File: config.mk
export PLATFORM = sky130hd
export DESIGN_NAME = ddc_phase_sched
export DESIGN_NICKNAME = d
export VERILOG_FILES = /design/src/rtl/ddc_phase_sched.sv
export SDC_FILE = /design/constraint.sdc
export NUM_CORES = 2
export LEC_CHECK = 0
export BUFFER_PORTS_ARGS = -buffer_cell sky130_fd_sc_hd__clkbuf_2
export CORE_MARGIN = 5
export CORE_UTILIZATION = 50
export DETAILED_ROUTE_END_ITERATION = 10
export PLACE_DENSITY = 0.62
export SYNTH_ARGS = -nofsm -noshare
export SYNTH_HDL_FRONTEND = slang
export SYNTH_HIERARCHICAL = 1
export SYNTH_SLANG_ARGS = --single-unit
File: constraint.sdc
create_clock -name clk -period 7.8 [get_ports clk]
set_input_delay 0.78 -clock clk [delete_from_list [all_inputs] [get_ports clk]]
set_output_delay 0.78 -clock clk [all_outputs]
set_load 0.02 [all_outputs]
File: src/rtl/ddc_phase_sched.sv
// ddc_phase_sched: round-robin DDS phase-word scheduler for the DDC.
// Per-channel {poff, pinc} words are written into shadow registers and
// copied into the active set in one cycle at a frame boundary. The
// first frame after a copy carries resync on every slot.

// Per-channel storage lane: shadow word plus active copy.
module ddc_phase_ch #(
  parameter int W = 64
) (
  input  logic         clk,
  input  logic         resetn,
  input  logic         wr_i,
  input  logic         xfer_i,
  input  logic [W-1:0] wdata_i,
  output logic [W-1:0] shd_o,
  output logic [W-1:0] act_o
);
  logic [W-1:0] shd_q, act_q;

  // Shadow takes writes in any state; active copies the pre-edge shadow,
  // so a write landing on the transfer edge stays out of the active set.
  always_ff @(posedge clk or negedge resetn) begin
    if (!resetn) begin
      shd_q <= '0;
      act_q <= '0;
    end else begin
      if (wr_i)   shd_q <= wdata_i;
      if (xfer_i) act_q <= shd_q;
    end
  end

  assign shd_o = shd_q;
  assign act_o = act_q;
endmodule

module ddc_phase_sched #(
  parameter  int N_CH   = 8,
  parameter  int PINC_W = 32,
  parameter  int POFF_W = 32,
  localparam int CH_W   = $clog2(N_CH),
  localparam int PW     = PINC_W + POFF_W
) (
  input  logic              clk,
  input  logic              resetn,
  input  logic              cfg_wr,
  input  logic [7:0]        cfg_ch,
  input  logic [PINC_W-1:0] cfg_pinc,
  input  logic [POFF_W-1:0] cfg_poff,
  input  logic              cfg_commit,
  input  logic              tick_in,
  output logic [PW-1:0]     phase_out,
  output logic              phase_valid,
  output logic              resync_out,
  output logic [CH_W-1:0]   ch_out,
  output logic              frame_start,
  output logic              commit_pending,
  output logic              cfg_err
);
  typedef enum logic [1:0] {IDLE, PEND, RSYNC, RUN} state_e;

  localparam logic [7:0] N_CH8 = 8'(N_CH);

  state_e                     state_q;
  logic [CH_W-1:0]            slot_q;      // slot emitted by the next tick
  logic                       rlat_q;      // commit latched during RSYNC
  logic [PW-1:0]              phase_q;
  logic                       valid_q, resync_q, frame_q, cp_q, err_q;
  logic [CH_W-1:0]            ch_q;
  logic [N_CH-1:0][PW-1:0]    shd_w, act_w;

  logic wr_ok, emit, slot0, slot_last, xfer;

  assign wr_ok     = cfg_wr && (cfg_ch < N_CH8);
  assign emit      = tick_in && (state_q != IDLE);
  assign slot0     = (slot_q == '0);
  assign slot_last = &slot_q;              // N_CH is a power of two
  assign xfer      = (state_q == PEND) && tick_in && slot0;

  for (genvar i = 0; i < N_CH; i++) begin : g_ch
    localparam logic [7:0] IDX = 8'(i);
    ddc_phase_ch #(.W(PW)) u_ch (
      .clk     (clk),
      .resetn  (resetn),
      .wr_i    (wr_ok && (cfg_ch == IDX)),
      .xfer_i  (xfer),
      .wdata_i ({cfg_poff, cfg_pinc}),
      .shd_o   (shd_w[i]),
      .act_o   (act_w[i])
    );
  end

  // Scheduler FSM: slot counter, commit handshake and registered slot outputs.
  always_ff @(posedge clk or negedge resetn) begin
    if (!resetn) begin
      state_q  <= IDLE;
      slot_q   <= '0;
      rlat_q   <= 1'b0;
      phase_q  <= '0;
      valid_q  <= 1'b0;
      resync_q <= 1'b0;
      frame_q  <= 1'b0;
      ch_q     <= '0;
      cp_q     <= 1'b0;
      err_q    <= 1'b0;
    end else begin
      valid_q <= emit;
      if (cfg_wr && !wr_ok) err_q <= 1'b1;

      if (emit) begin
        slot_q   <= slot_q + CH_W'(1);
        ch_q     <= slot_q;
        // On the transfer edge the active set is being loaded, so slot 0
        // is taken straight from the shadow it is loaded from.
        phase_q  <= xfer ? shd_w[0] : act_w[slot_q];
        frame_q  <= slot0;
        resync_q <= (state_q == RSYNC) || xfer;
      end

      case (state_q)
        IDLE: if (cfg_commit) begin
          state_q <= PEND;
          cp_q    <= 1'b1;
        end
        PEND: if (xfer) begin
          state_q <= RSYNC;
          cp_q    <= 1'b0;
        end
        RSYNC: begin
          if (emit && slot_last) begin
            // A commit seen during the resync frame re-arms the transfer;
            // the counter wraps to 0 so it fires on the very next tick.
            if (rlat_q || cfg_commit) begin
              state_q <= PEND;
              cp_q    <= 1'b1;
            end else begin
              state_q <= RUN;
              cp_q    <= 1'b0;
            end
            rlat_q <= 1'b0;
          end else if (cfg_commit) begin
            rlat_q <= 1'b1;
            cp_q   <= 1'b1;
          end
        end
        RUN: if (cfg_commit) begin
          state_q <= PEND;
          cp_q    <= 1'b1;
        end
        default: state_q <= IDLE;
      endcase
    end
  end

  assign phase_out      = phase_q;
  assign phase_valid    = valid_q;
  assign resync_out     = resync_q;
  assign ch_out         = ch_q;
  assign frame_start    = frame_q;
  assign commit_pending = cp_q;
  assign cfg_err        = err_q;
endmodule

After elaboration in Yosys (flattened, before gate mapping)

Index checks and enable logic that the tools add are counted.

Logic and storage cells: 83
Bits of input ports: 77
Output and inout port bits: 72
Register bits after elaboration: 1102

$lt $le $gt $ge: 2
Add/subtract/negate cells: 1
Muxes and demuxes: 15
Reduce and logical (&&, ||, !) cells: 26
Equality and inequality tests: 13

Operators by type and width:

| cell                                                        | number |
|---|---|
| binary-select mux 64 bit (select 3 bit)                     | 1 |
| 2-to-1 mux 64 bit                                           | 2 |
| equality test 8 x 3 -> 1 bit (second input constant)        | 4 |
| equality test 8 x 2 -> 1 bit (second input constant)        | 2 |
| logical AND 1 bit                                           | 14 |
| equality test 8 x 1 -> 1 bit (second input constant)        | 1 |
| logical NOT 8 bit                                           | 1 |
| less-than comparator 8 x 4 -> 1 bit (second input constant) | 1 |
| 2-to-1 mux 2 bit                                            | 4 |
| 2-to-1 mux 1 bit                                            | 6 |
| one-hot mux 2 bit (3 select lines)                          | 1 |
| AND reduction 3 bit                                         | 2 |
| equality test 2 bit (second input constant)                 | 2 |
| less-than comparator 3 x 4 -> 1 bit (second input constant) | 1 |
| != test 2 x 1 -> 1 bit (second input constant)              | 2 |
| nonzero test 2 bit                                          | 2 |
| adder 3 x 1 -> 3 bit (second input constant)                | 1 |
| logical NOT 3 bit                                           | 1 |
| one-hot mux 1 bit (3 select lines)                          | 1 |
| equality test 2 x 1 -> 1 bit (second input constant)        | 1 |
| logical NOT 2 bit                                           | 1 |
| logical OR 1 bit                                            | 2 |
| != test 2 bit (second input constant)                       | 1 |
| AND reduction 2 bit                                         | 1 |
| other kinds (2)                                             | 2 |

Longest topological paths before layout

Depth after elaboration: 5
Mapped depth: 11
Gate-level depth less buffers: 6

By module

The synthesis kept the hierarchy.

By module, submodules not included:

| module          | area an instance (sq um) | instances | cells each | seq. area each (sq um) |
|---|---|---|---|---|
| ddc_phase_ch    | 5357.6                   | 8         | 270        | 3203.1 |
| ddc_phase_sched | 7348.3                   | 1         | 610        | 1951.9 |

Worst setup path before layout

OpenSTA, ideal clock, no wires.

Path type: register to register
Start point: register slot_q[0]
End point: register g_ch[0].u_ch.act_q[10]
Path buffers: 6
Arrival: 2.772 ns
Setup time: 0.125 ns
Data required time: 7.675 ns
Period minus slack after synthesis: 2.897 ns
Path slack: 4.903 ns
Cell stages (with the launch flop): 12
Cell sequence: dfrtp_1 > buf_6 > buf_4 > inv_2 > clkbuf_1 > ha_1 > nand4b_1 > inv_2 > clkbuf_1 > buf_6 > buf_12 > mux2_4

Cells in the longest elaborated chain, start to end: 2

RTL lines:

| item                     | RTL line | source |
|---|---|---|
| start: declaration       | 64       | `logic [CH_W-1:0] slot_q;` |
| start signal: assignment | 110      | `slot_q <= slot_q + CH_W'(1);` |
| logical NOT 3 bit        | 75       | `assign slot0 = (slot_q == '0);` |
| logical AND 1 bit        | 77       | `assign xfer = (state_q == PEND) && tick_in && slot0;` |
| via xfer                 | 71       | `logic wr_ok, emit, slot0, slot_last, xfer;` |
| end signal: assignment   | 28       | `if (xfer_i) act_q <= shd_q;` |
| end: declaration         | 18       | `logic [W-1:0] shd_q, act_q;` |

The timed path passes the listed nets, and every way through them passes these cells.
A chain may end at the register's enable or synchronous reset.

Worst setup path after layout

Start point: register slot_q[0]
End point: register g_ch[0].u_ch.act_q[0]

Cells in the longest elaborated chain, start to end: 2

RTL lines:

| item              | RTL line |
|---|---|
| logical NOT 3 bit | 75 |
| logical AND 1 bit | 77 |

No other way between the ends.

==> summary.md <==
The flow ran to the end, and the final reports show no timing, DRC or antenna violations. After detailed routing, the number of remaining DRC violations is 0. For the remaining global-route overflow, the log shows 0.

For the global-route wire length before repair, the log shows 174000 um. After clock tree synthesis, the clock-pin slew on the worst setup and hold paths is 60 ps. Dividing the final minimum period by the clock period gives 48.4%. A synthesized cell averages 18.1 um2.

The logs give 206 for the maximum number of pins on one net before global-route repair and 50.3% for the initial standard-cell utilization of the core. Wires add up to 112000 um. Dividing total power by cell area gives a power density of 299 nW/um2. For this design the static power due to leakage is 26.0 nW. Dividing the detail-routed via count by the number of cells gives 5.76. The count of input and output buffers is 148. In this run, CTS created clock tree buffers numbering 116.

For this run, the leading register cell type out of synthesis is sky130_fd_sc_hd__dfrtp_1. The largest area contributor in the netlist was sky130_fd_sc_hd__dfrtp_1. The run gives 0 as the buffer count from post-CTS setup fixing. The cell at the root of the clock tree was sky130_fd_sc_hd__clkbuf_16. Detailed routing inserted a total of 24700 vias.

Fraction of registers with async set or reset after synthesis: 100%. The number of hold buffers added after CTS was 0. From left edge to right edge, the die measures 327 um. Signal routing reaches up to met5.

In this run the count of I/O pins placed on the die edge is 149. Yosys mapped a number of flops with a built-in enable equal to 0. After detailed placement, the total cell area comes to 50600 um2. The total of warnings raised by yosys is 6, and the deepest clock path buffer count is 3. After routing the design area is 54600 um2. Gate count after technology mapping: 2770. The critical path goes through inv_2 -> ha_1 -> nand4b_1 -> inv_8 -> buf_4 -> mux2_2.

The vertical die dimension came out at 327 um. The register bit count reported by yosys came out at 1102. Across the VDD grid, the largest voltage drop is 207 uV. For the placeable core area, the log shows 99900 um2. The slowest library cell on the worst path was sky130_fd_sc_hd__buf_4.

Timing would allow up to 0.265 GHz. Setup repair after global routing left no endpoint under its margin. The worst setup path is of the flop to flop kind. Yosys attributes the largest share of cell area to sky130_fd_sc_hd__dfrtp_1, sky130_fd_sc_hd__mux2_4, sky130_fd_sc_hd__mux4_2. The number of antenna violations at the first check in global routing was 7; the number of DRC violations after detailed-routing iteration 0 was 1576. The logs give 0 for the hold violation count in the final report and 23.3% for the tightest slew margin relative to the limit. The wire length on met2 is 51400 um, and the end-of-flow core utilization is 54.6%.

The tightest hold path in the finished design has a slack of 148 ps. The HPWL after detailed placement is 59400 um. For this run, the register share of the synthesized area comes to 54.9%. The required time at the worst-slack endpoint was 8370 ps; the area of the mapped netlist was 50200 um2.

Among cell families on the critical path, the largest total delay comes from buffers and inverters. The logs give 0 ps for the setup TNS and 3 for the CTS H-tree depth. Dividing the detail-routed wire length by the instance count gives 26.0 um. The worst hold path belongs to the class primary input to async pin. The smallest clock period supported by the final layout is computed as 3780 ps. The logs give 107000 um2 for the area of the die and 0 for the count of maximum capacitance violations. In this run the core area contains 116 standard-cell rows. Setup violations remaining at the end of the flow were counted as 0.

The logs give 4020 ps for the internal reg-to-reg setup slack and 20.2 ps for the setup skew after layout. The length of routed met3 wiring came out at 4970 um. The total global-route track usage is 20.9%, and the count of unique library cells instantiated by Yosys is 39. Once the clock tree was built, the resizer swapped 0 gates to a different size. Detailed-routing iteration count for the pre-antenna-repair pass: 5. Fraction of layout cells with a size suffix above 1: 52.0%.

For the number of antenna-violating nets in the routed design, the log shows 0. The startpoint class of the critical path is a flop. The tree built by TritonCTS fans out to 1102 sinks.

For the pin with the worst max-slew slack, the measured transition is 1150 ps. TritonCTS built the clock tree. The count of nets after finishing came out at 2971. The final max-slew violation count is 0, and the sum of routed wire segments on met1 is 53100 um.

From synthesis to final layout, the design area changed by 8.65%. The worst setup path is captured at a flop. The number of buffers and inverters on the critical path is 3.

The top cell type by area accounts for 54.9% of the synthesized area. The peak per-stage delay on the critical path is 880 ps, and the clock latency on the worst-skew pair is 700 ps. The congestion estimate from routability-driven global placement came to 0.720. In this run the worst path has a maximum fanout of 68. STA puts the critical path data arrival time at 4350 ps.

The run gives 2853 as the total nets after synthesis. The via count of the first global-routing pass was 27700.
## final timing paths
path / startpoint / to / depth (start not counted)
min: resetn / g_ch[0].u_ch/act_o[19] / 1
max: slot_q[0] / g_ch[0].u_ch/act_o[0] / 6
max reg2reg: slot_q[0] / g_ch[0].u_ch/act_o[0] / 6
min in group clk: cfg_wr / cfg_err / 2
max in group asynchronous: resetn / g_ch[3].u_ch/act_o[52] / 3
min reg2reg: cfg_err / cfg_err / 1
## Yosys cell counts, drive strengths merged, types with 3 or more instances
cell / count
nand2: 37
nor3: 3
nand3: 92
ha: 6
buf: 165
inv: 8
nor2: 4
nand2b: 5
a21oi: 3
nor3b: 3
clkbuf: 27
mux4: 128
nand4: 72
a32oi: 64
o21ai: 6
dfrtp: 1102
nand3b: 3
mux2: 1024
## cells by family (layout without fill, tap and decap cells)
kind of cell,Yosys count,count (layout),synth area share (%)
multiplexers,1154,1154,35.9
flip-flops,1102,1102,54.9
AND/OR/NAND/NOR,225,225,2.41
buffers and inverters,200,415,5.24
AO/OA/AOI/OAI,82,82,1.34
adder cells (fa/ha/maj),6,6,0.150
XOR/XNOR,1,1,0.0174
other,0,5,0
## state kept, by name (all words and copies together) (netlist names), 2 cells and up
register / count
phase_out: 64
g_ch.u_ch/shd_o: 512
slot_q: 3
g_ch.u_ch/act_o: 512
ch_out: 3
state_q: 2
## cell usage in the layout, fill, tap and decap left out, types with 3 or more instances in the layout
cell type,count
sky130_fd_sc_hd__clkbuf_2,147
sky130_fd_sc_hd__nor3_2,3
sky130_fd_sc_hd__bufinv_16,11
sky130_fd_sc_hd__mux4_2,128
sky130_fd_sc_hd__clkbuf_8,26
sky130_fd_sc_hd__dfrtp_4,3
sky130_fd_sc_hd__clkbuf_1,25
sky130_fd_sc_hd__mux2_4,960
sky130_fd_sc_hd__a32oi_1,64
sky130_fd_sc_hd__clkinv_8,3
sky130_fd_sc_hd__o21ai_1,4
sky130_fd_sc_hd__nand4_1,72
sky130_fd_sc_hd__diode_2,5
sky130_fd_sc_hd__inv_1,4
sky130_fd_sc_hd__clkbuf_16,116
sky130_fd_sc_hd__a21oi_1,3
sky130_fd_sc_hd__ha_1,6
sky130_fd_sc_hd__buf_12,15
sky130_fd_sc_hd__mux2_2,64
sky130_fd_sc_hd__nand3b_1,3
sky130_fd_sc_hd__buf_4,29
sky130_fd_sc_hd__nand3_1,92
sky130_fd_sc_hd__nand2_1,37
sky130_fd_sc_hd__clkinvlp_4,4
sky130_fd_sc_hd__clkinv_2,27
sky130_fd_sc_hd__dfrtp_1,1099
sky130_fd_sc_hd__nand2b_1,4
## layout make-up
| type | instances | area [um2] |
|---|---|---|
| Inverter | 8 | 40.0 |
| Clock inverter | 48 | 601 |
| Fill cell | 7739 | 45300 |
| Tap cell | 1298 | 1620 |
| Timing Repair Buffer | 192 | 1270 |
| Multi-Input combinational cell | 1468 | 20100 |
| Sequential cell | 1102 | 27600 |
| Clock buffer | 167 | 3350 |
| Antenna cell | 5 | 12.5 |
## power by group
part	total (mW)	leakage, nW	switching, mW	internal (mW)
Combinational	3.54	8.84	1.79	1.75
Clock	5.66	1.95	2.30	3.35
Sequential	7.10	15.2	0.585	6.51
Total	16.3	26.0	4.68	11.6
## stage by stage
| stage | power [mW] | setup WS (ps) | instances |
|---|---|---|---|
| after floorplan | 9.82 | 4900 | 2770 |
| after global placement | 10.7 | 3950 | 4068 |
| after detailed placement | 10.8 | 3900 | 4068 |
| after CTS | 16.5 | 4060 | 4283 |
| after global routing | 17.0 | 3920 | 4283 |
| final | 16.3 | 4020 | 4288 |
## routing by layer
metal,track usage (%),up-vias
met3,3.69,151
met1,30.7,13600
met2,32.7,476
met4,4.93,2
met5,0,-
li1,-,10500
No activity file was read; power rests on OpenSTA's default activity.
